--- config.mk ---
export PLATFORM = sky130hd
export DESIGN_NAME = lsu_bus_adapter
export DESIGN_NICKNAME = d
export VERILOG_FILES = /design/src/rtl/lsu_bus_adapter.sv
export SDC_FILE = /design/constraint.sdc
export NUM_CORES = 1
export LEC_CHECK = 0
export CORE_MARGIN = 5
export CORE_UTILIZATION = 38
export DETAILED_ROUTE_END_ITERATION = 6
export PLACE_DENSITY = 0.88
export SYNTH_ARGS = -nofsm -noshare
export SYNTH_HDL_FRONTEND = slang
export SYNTH_SLANG_ARGS = --single-unit
--- constraint.sdc ---
create_clock -name clk -period 7.2 [get_ports clk]
set_input_delay 1.44 -clock clk [delete_from_list [all_inputs] [get_ports clk]]
set_output_delay 1.44 -clock clk [all_outputs]
set_load 0.01 [all_outputs]
--- src/rtl/lsu_bus_adapter.sv ---
// lsu_bus_adapter: bridges single LSU doubleword accesses onto a valid/ready memory bus.
// Define LSU_LINE_BUFFER_EN to add a one-entry load line buffer that serves repeat loads.
`ifndef XLEN
`define XLEN 64
`endif

package basic_cache_params;
    localparam int aligned_addr_size = 29;
endpackage

module lsu_bus_adapter
    import basic_cache_params::*;
#(
    parameter logic [aligned_addr_size-1:0] BASE_ADDR  = '0,
    parameter logic [aligned_addr_size-1:0] LIMIT_ADDR = '1
) (
    input  logic                         clk,
    input  logic                         rst,
    input  logic                         lsu_prev_stalled,
    input  logic [aligned_addr_size-1:0] lsu_addr,
    input  logic                         lsu_do_load,
    input  logic                         lsu_do_store,
    input  logic [`XLEN-1:0]             lsu_store_data,
    input  logic [`XLEN/8-1:0]           lsu_store_mask,
    output logic                         lsu_stall_next,
    output logic [`XLEN-1:0]             lsu_load_data,
    output logic                         lsu_access_fault,
    output logic                         mem_req_valid,
    input  logic                         mem_req_ready,
    output logic [aligned_addr_size-1:0] mem_req_addr,
    output logic                         mem_req_write,
    output logic [`XLEN-1:0]             mem_req_wdata,
    output logic [`XLEN/8-1:0]           mem_req_wmask,
    input  logic                         mem_resp_valid,
    input  logic [`XLEN-1:0]             mem_resp_data,
    input  logic                         mem_resp_error
);

    localparam int AW = aligned_addr_size;
    localparam int XL = `XLEN;
    localparam int MW = `XLEN / 8;

    localparam logic [1:0] IDLE = 2'd0;
    localparam logic [1:0] REQ  = 2'd1;
    localparam logic [1:0] RESP = 2'd2;
    localparam logic [1:0] DONE = 2'd3;

    logic [1:0]    state;
    logic [AW-1:0] req_addr;
    logic          req_store;
    logic [XL-1:0] req_wdata;
    logic [MW-1:0] req_wmask;

    logic accept;
    logic below_base;
    logic above_limit;
    logic in_range;
    logic resp_take;
    logic lb_hit;
    logic [XL-1:0] lb_rdata;

    // Full-range bounds collapse to constants so no always-true compare is built.
    generate
        if (BASE_ADDR == '0) begin : g_no_base
            assign below_base = 1'b0;
        end else begin : g_base
            assign below_base = lsu_addr < BASE_ADDR;
        end
        if (LIMIT_ADDR == '1) begin : g_no_limit
            assign above_limit = 1'b0;
        end else begin : g_limit
            assign above_limit = lsu_addr > LIMIT_ADDR;
        end
    endgenerate

    assign in_range  = !below_base && !above_limit;
    assign accept    = (state == IDLE) && !lsu_prev_stalled
                     && (lsu_do_load || lsu_do_store);
    assign resp_take = (state == RESP) && mem_resp_valid;

    function automatic logic [XL-1:0] merge_bytes(
        input logic [XL-1:0] old_data,
        input logic [XL-1:0] new_data,
        input logic [MW-1:0] mask
    );
        logic [XL-1:0] res;
        res = old_data;
        for (int b = 0; b < MW; b++) begin
            if (mask[b]) begin
                res[8*b +: 8] = new_data[8*b +: 8];
            end
        end
        return res;
    endfunction

`ifdef LSU_LINE_BUFFER_EN
    logic          lb_valid;
    logic [AW-1:0] lb_tag;
    logic [XL-1:0] lb_data;
    logic          lb_tag_match;

    assign lb_tag_match = lb_valid && (lb_tag == req_addr);
    assign lb_hit   = lb_valid && !lsu_do_store && (lb_tag == lsu_addr);
    assign lb_rdata = lb_data;

    always_ff @(posedge clk) begin
        if (rst) begin
            lb_valid <= 1'b0;
        end else if (resp_take) begin
            if (mem_resp_error) begin
                lb_valid <= 1'b0;
            end else if (!req_store) begin
                lb_valid <= 1'b1;
            end
        end
    end

    // Stores only touch the entry when it already holds the same line.
    always_ff @(posedge clk) begin
        if (resp_take && !mem_resp_error) begin
            if (!req_store) begin
                lb_tag  <= req_addr;
                lb_data <= mem_resp_data;
            end else if (lb_tag_match) begin
                lb_data <= merge_bytes(lb_data, req_wdata, req_wmask);
            end
        end
    end
`else
    assign lb_hit   = 1'b0;
    assign lb_rdata = '0;
`endif

    always_ff @(posedge clk) begin
        if (rst) begin
            state            <= IDLE;
            lsu_access_fault <= 1'b0;
            lsu_load_data    <= '0;
        end else begin
            unique case (state)
                IDLE: begin
                    if (accept) begin
                        if (!in_range) begin
                            state            <= DONE;
                            lsu_access_fault <= 1'b1;
                            lsu_load_data    <= '0;
                        end else if (lb_hit) begin
                            state            <= DONE;
                            lsu_access_fault <= 1'b0;
                            lsu_load_data    <= lb_rdata;
                        end else begin
                            state <= REQ;
                        end
                    end
                end
                REQ: begin
                    if (mem_req_ready) begin
                        state <= RESP;
                    end
                end
                RESP: begin
                    if (mem_resp_valid) begin
                        state            <= DONE;
                        lsu_access_fault <= mem_resp_error;
                        lsu_load_data    <= req_store ? '0 : mem_resp_data;
                    end
                end
                DONE: begin
                    state <= IDLE;
                end
                default: begin
                    state <= IDLE;
                end
            endcase
        end
    end

    // Request payload is captured once and held for the whole bus exchange.
    always_ff @(posedge clk) begin
        if (accept) begin
            req_addr  <= lsu_addr;
            req_store <= lsu_do_store;
            req_wdata <= lsu_store_data;
            req_wmask <= lsu_store_mask;
        end
    end

    assign lsu_stall_next = (state != DONE);
    assign mem_req_valid  = (state == REQ);
    assign mem_req_addr   = req_addr;
    assign mem_req_write  = req_store;
    assign mem_req_wdata  = req_wdata;
    assign mem_req_wmask  = req_wmask;

endmodule
==> impl_results.md, run 1 <==
- Outcome: finished, final reports clean
- RR Endpoint: mem_req_wmask[4]
- Hold path startpoint: lsu_load_data[57]
- Synth warn: 0
- Iter 0 DRT Violations: 244
- Worst setup EP type: register
- Overall global routing resource usage: 21.9%
- Final instance area: 9890 um2
- Synthesized area per cell: 14.1 um2
- Reg2reg path depth: 5
- Vias in the first global route: 4,570
- Unrepaired setup endpoints after global routing: false
- CTS H-tree depth: 4
- RePlAce Congestion: 0.855
- Post-Synthesis Cells: 411
- Sequential area share after synthesis: 76.1%
- Internal power: 2.08 mW
- Reg-to-reg startpoint: state[0]
- Clock Path Buffers: 2
- FF+latch count, synth: 169
- Pwr per Cell Area: 286 nW/um2
- Remaining Overflow, GRT: 0
- Final WS setup: 3.89 ns
- Total setup buffers inserted after CTS: 0
- Power share of the combinational group: 23.9%
- Critical path arrival: 3.37 ns
- DRC errors left: 0
- Worst slack, placed: 3.42 ns
- DIE HEIGHT: 133 um
- Crit Path Max Fanout: 40
- MaxCap Viol Count: 0
- Die Wd: 133 um
- Peak VDD IR: 0.162 mV
- CTS tree: built
- Largest cells by area after synthesis: edfxtp_1, dfxtp_1, nand3b_1
- Total length of routed wires: 20,100 um
- Post-route ant nets: 0
- Largest net degree at the start of global routing: 66
- Min Hold Slack: 0.447 ns
- Required @ worst endpoint: 7.26 ns
- Fmax: 302 MHz
- Worst setup SP type: input port
- Cell count after placement: 918
- R2r setup slk: 4.81 ns
- Hold buffers post-CTS: 0
- Final total power: 2.83 mW
- Fillcell total: 1,059
- Final setup TNS: 0 ns
- Slew @ Worst Pin: 0.893 ns
- Clock slew at reported path FFs: 0.06 ns
- Switch Pwr: 751 uW
- DIE AREA: 17,800 um2
- Clock share of power: 32.0%
- Core area: 15,100 um2
- Crit Path Category: input port to register
- Flop pwr share: 44.1%
- Initial core utilization: 38.4%
- Top cell type by total area after synthesis: edfxtp_1
- Hold depth: 2
- Pre-antenna DRT Iters: 5
- Via count: 4,562
- Net count, final: 926
- Hold Path End: lsu_load_data[57]
- Syn nets: 588
- Final Critical Period: 3.31 ns
- Distinct cell type count after synthesis: 20
- CTS Buf Count: 17
- Clk_lat worst skew: 0.42 ns
- Final Util: 65.5%
- DPL Wire Length: 14,700 um
- Initial antenna violation count: 1
- # setup viols final: 0
- Max-slew violations: 0
- Switching fraction of total power: 26.5%
- Rows: 45
- Global-route wire length before repair: 28,600 um
- Leakage: 3.34 nW
- Final period util: 45.9%
- Clock sinks: 169
- Post-cts gate resize count: 0
- Post-Syn Area: 5790 um2
- Via density: 4.79
- Worst Hold Class: register to register
- Synth top area share: 52.9%
- Final hold vios: 0
- Root buffer cell: clkbuf_16
- DP Area: 9300 um2
- Share of layout cells above drive strength 1: 4.86%
- Clock skew: 0.00793 ns
- Final instance count without filler cells: 952
- IO Count: 342
- Port Buffers: 341
- Synthesis-to-finish area growth: 70.8%
- Slew headroom: 40.3%
- WL/cell: 21.1 um
-- power groups by stage --
stage	logic (mW)	registers (mW)	clock network, mW
CTS	0.684	1.25	0.925
global placement	0.673	1.26	0
detailed placement	0.680	1.27	0
finish	0.676	1.25	0.908
floorplan	0.210	1.36	0
global route	0.717	1.26	0.970
-- per-layer routing --
metal / vias up / wire length, um / GRT usage [%]
li1: 2140 / - / -
met1: 2142 / 7040 / 23.3
met2: 253 / 10300 / 37.9
met3: 27 / 2230 / 10.2
met4: 0 / 520 / 8.29
met5: - / 0 / 0
-- cell families after synthesis --
group | after synthesis | synth area share [%]
buf+inv | 32 | 3.50
flops | 169 | 76.1
mux | 1 | 0.173
simple gates | 137 | 13.3
compound gates | 68 | 6.14
fa+ha+maj | 4 | 0.864
-- synthesized netlist by cell type (all sizes together) --
cell and number:
edfxtp 102, dfxtp 67, nand2 67, a21oi 65
nand3b 64, buf 14, clkbuf 13, inv 5
ha 4, nand2b 2, a211oi 1, a221o 1
and2 1, mux2i 1, nor2 1, nor2b 1
nor3 1, o21bai 1
-- cell usage in the layout, fill, tap and decap left out --
master             n
inv_6              2
buf_4              5
and2_4             1
dfxtp_1           67
nand2b_1           2
nor3_1             1
a21oi_1           65
diode_2            2
a211oi_2           1
clkbuf_1           5
clkbuf_16         18
edfxtp_1         102
o21bai_1           1
nand3b_1          64
clkinvlp_4         3
clkdlybuf4s50_1  340
buf_2              1
nor2b_1            1
clkinv_4           2
inv_1              5
mux2i_1            1
nand2_2            1
nand2_1           66
bufinv_16          2
ha_1               4
a221o_1            1
nor2_4             1
-- registers in the layout, indices dropped and copies added, names as in the netlist --
name              flops
mem_req_write         1
mem_req_addr         29
lsu_access_fault      1
mem_req_wdata        64
mem_req_wmask         8
lsu_load_data        64
state                 2
-- layout make-up --
| cell class | instances | area [um2] | area share (%) |
|---|---|---|---|
| sequential | 169 | 4400 | 44.5 |
| timing repair buffer | 346 | 3450 | 34.8 |
| tap | 188 | 235 | 2.38 |
| antenna | 2 | 5.00 | 0.0506 |
| clock buffer | 23 | 469 | 4.74 |
| clock inverter | 9 | 118 | 1.19 |
| inverter | 5 | 18.8 | 0.190 |
| multi-input combinational | 210 | 1190 | 12.1 |
-- worst max-delay path by stage --
| stage | startpoint | end | slack (ns) | cells past startpoint |
|---|---|---|---|---|
| 2_1_floorplan | lsu_prev_stalled | mem_req_addr[0] | 0.79 | 2 |
| 3_3_place_gp | lsu_prev_stalled | mem_req_wmask[4] | 3.48 | 4 |
| 3_5_place_dp | lsu_do_store | mem_req_wdata[58] | 3.42 | 4 |
| 4_1_cts | lsu_do_store | mem_req_wdata[48] | 3.89 | 4 |
| 5_1_grt | lsu_do_store | mem_req_wdata[48] | 3.72 | 4 |
| 6_report | lsu_do_store | mem_req_wmask[4] | 3.89 | 4 |
-- worst max-delay path: stages --
cell	delay [ns]
clkdlybuf4s50_1	0.47
o21bai_1	0.15
nor2_4	0.70
buf_4	0.57
No activity file was read; power rests on OpenSTA's default activity.
==> run 2, diff against run 1 <==
- clock period: 7.2 -> 3.1 ns (I/O delays scaled with it)
==> run 2 against run 1 <==
Combinational power is 140% higher; die area did not move; largest cell class unchanged; non-clock buffer count up 4; critical path type is now register to primary output; clock skew is 0.0027 ns higher; final cell count up 0.42%; sequential power is 130% higher; clock power rose by 130%; power increased by 130%; sequential share of layout area is 0.30 points lower; highest routed layer is now met5.
==> impl_results.md, run 2 (synthesis results as in run 1) <==
- Via density: 4.82 (+0.50%)
- Synthesis-to-finish area growth: 71.9%
- Flop pwr share: 43.6% (-0.5 points)
- Largest net degree at the start of global routing: 66 (unchanged)
- Crit Path Category: register to primary output
- Total length of routed wires: 20,800 um (+3.5%)
- DIE AREA: 17,800 um2 (unchanged)
- Root buffer cell: clkbuf_16
- Final Util: 66.0% (+0.44 points)
- Fillcell total: 1,082 (+2.2%)
- Clock slew at reported path FFs: 0.06 ns (about the same)
- Required @ worst endpoint: 2.48 ns (-4.78 ns)
- Fmax: 454 MHz
- Overall global routing resource usage: 22.9% (+1.1 points)
- Pre-antenna DRT Iters: 4 (-1)
- Net count, final: 930 (+0.43%)
- Unrepaired setup endpoints after global routing: false
- CTS H-tree depth: 4 (unchanged)
- Commonest non-fill, non-tap cell in the layout: clkdlybuf4s50_1
- Initial core utilization: 38.4% (unchanged)
- Via count: 4,604 (+0.92%)
- DPL Wire Length: 15,300 um (+3.8%)
- CTS tree: built
- Share of layout cells above drive strength 1: 5.75% (+0.90 points)
- Switching fraction of total power: 27.3% (+0.80 points)
- Pwr per Cell Area: 668 nW/um2 (+130%)
- DP Area: 9370 um2 (+0.73%)
- Initial antenna violation count: 5 (+4)
- Worst setup SP type: register
- Clk_lat worst skew: 0.42 ns (about the same)
- Clock sinks: 169 (unchanged)
- Global-route wire length before repair: 30,000 um (+5.1%)
- Final instance area: 9960 um2 (+0.67%)
- Hold depth: 2 (unchanged)
- Area of the multi-input gates: 1190 um2 (unchanged)
- Outcome: finished, final reports clean
- Internal power: 4.84 mW (+130%)
- Final WS setup: 0.898 ns (-3.00 ns)
- Most frequent cells in the layout: clkdlybuf4s50_1, edfxtp_1, dfxtp_1, nand2_1, a21oi_1
- Post-route ant nets: 0 (unchanged)
- Reg2reg path depth: 5 (unchanged)
- Remaining Overflow, GRT: 0 (unchanged)
- CTS Buf Count: 17 (unchanged)
- RR Endpoint: mem_req_wmask[7]
- Switch Pwr: 1.82 mW (+140%)
- Total setup buffers inserted after CTS: 0 (unchanged)
- Final setup TNS: 0 ns (unchanged)
- Worst slack, placed: 0.687 ns (-2.74 ns)
- RePlAce Congestion: 0.873 (+2.2%)
- Worst Hold Class: register to register
- WL/cell: 21.7 um (+3.0%)
- Worst setup EP type: primary output
- Power share of the combinational group: 24.6% (+0.7 points)
- Slew @ Worst Pin: 0.733 ns (-0.160 ns)
- Max-slew violations: 0 (unchanged)
- Clock skew: 0.0106 ns (+0.00270 ns)
- Post-cts gate resize count: 0 (unchanged)
- Vias in the first global route: 4,849 (+6.1%)
- MaxCap Viol Count: 0 (unchanged)
- Critical path arrival: 1.58 ns (-1.79 ns)
- Hold buffers post-CTS: 0 (unchanged)
- DRC errors left: 0 (unchanged)
- Critical path endpoint: mem_req_valid
- Clock Path Buffers: 2 (unchanged)
- Rows: 45 (unchanged)
- IO Count: 342 (unchanged)
- Leakage: 3.39 nW (+1.4%)
- Iter 0 DRT Violations: 273 (+12%)
- Die Wd: 133 um (unchanged)
- Final hold vios: 0 (unchanged)
- Final period util: 71.0%
- Core area: 15,100 um2 (unchanged)
- DIE HEIGHT: 133 um (unchanged)
- Seq. cell area: 4400 um2 (unchanged)
- Final Critical Period: 2.20 ns
- Clock share of power: 31.8% (-0.2 points)
- Slew headroom: 51.1% (+11 points)
- # setup viols final: 0 (unchanged)
- Reg-to-reg startpoint: state[0]
- Critical path startpoint: state[1]
- R2r setup slk: 1.20 ns (-3.61 ns)
- Peak VDD IR: 0.419 mV (+160%)
- Crit Path Max Fanout: 4 (-90%)
- Port Buffers: 341 (unchanged)
run 2: cell types whose count changed in the layout (fill, tap and decap cells not counted), sizes merged:
cell      previous run  this run
inv                  7        14
clkbuf              23        17
buf                  6        10
clkinvlp             3         1
diode                2         3
run 2: area by class of cell:
cell class | count | share of cell area (%)
Sequential cell | 169 | 44.2
Timing Repair Buffer | 350 | 35.3
Multi-Input combinational cell | 210 | 12.0
Clock buffer | 17 | 4.27
Tap cell | 188 | 2.36
Clock inverter | 14 | 1.58
Inverter | 5 | 0.189
Antenna cell | 3 | 0.0754
run 2: stage by stage:
step	cells	power, mW	hold slack, ns
3_3_place_gp	922	4.54	0.437
4_1_cts	953	6.72	0.451
3_5_place_dp	922	4.59	0.442
2_1_floorplan	411	3.60	0.476
5_1_grt	956	6.92	0.464
6_report	956	6.65	0.450
run 2: critical path, cell delays in order, from the launching register on:
cell	delay [ns]
dfxtp_1	0.39
inv_1	0.08
ha_1	0.21
clkdlybuf4s50_1	0.49
run 2: per-layer routing:
layer,vias to the layer above,GRT usage (%),part of all wire (%)
met5,-,0,0.16
met4,4,11.1,4.6
met3,54,10.9,12
met2,242,40.1,51
met1,2154,23.0,33
li1,2150,-,-
run 2: how the worst min path moves through the flow:
stage	startpoint	end	slack, ns
floorplan	lsu_load_data[0]	lsu_load_data[0]	0.48
global placement	lsu_load_data[55]	lsu_load_data[55]	0.44
detailed placement	lsu_load_data[51]	lsu_load_data[51]	0.44
CTS	lsu_load_data[51]	lsu_load_data[51]	0.45
global route	lsu_load_data[5]	lsu_load_data[5]	0.46
finish	lsu_load_data[5]	lsu_load_data[5]	0.45
run 2: power by group through the flow:
| stage | registers (mW) | logic, mW | clock network (mW) |
|---|---|---|---|
| floorplan | 3.11 | 0.496 | 0 |
| global route | 2.93 | 1.73 | 2.26 |
| finish | 2.90 | 1.64 | 2.11 |
| detailed placement | 2.95 | 1.64 | 0 |
| global placement | 2.92 | 1.62 | 0 |
| CTS | 2.90 | 1.66 | 2.16 |
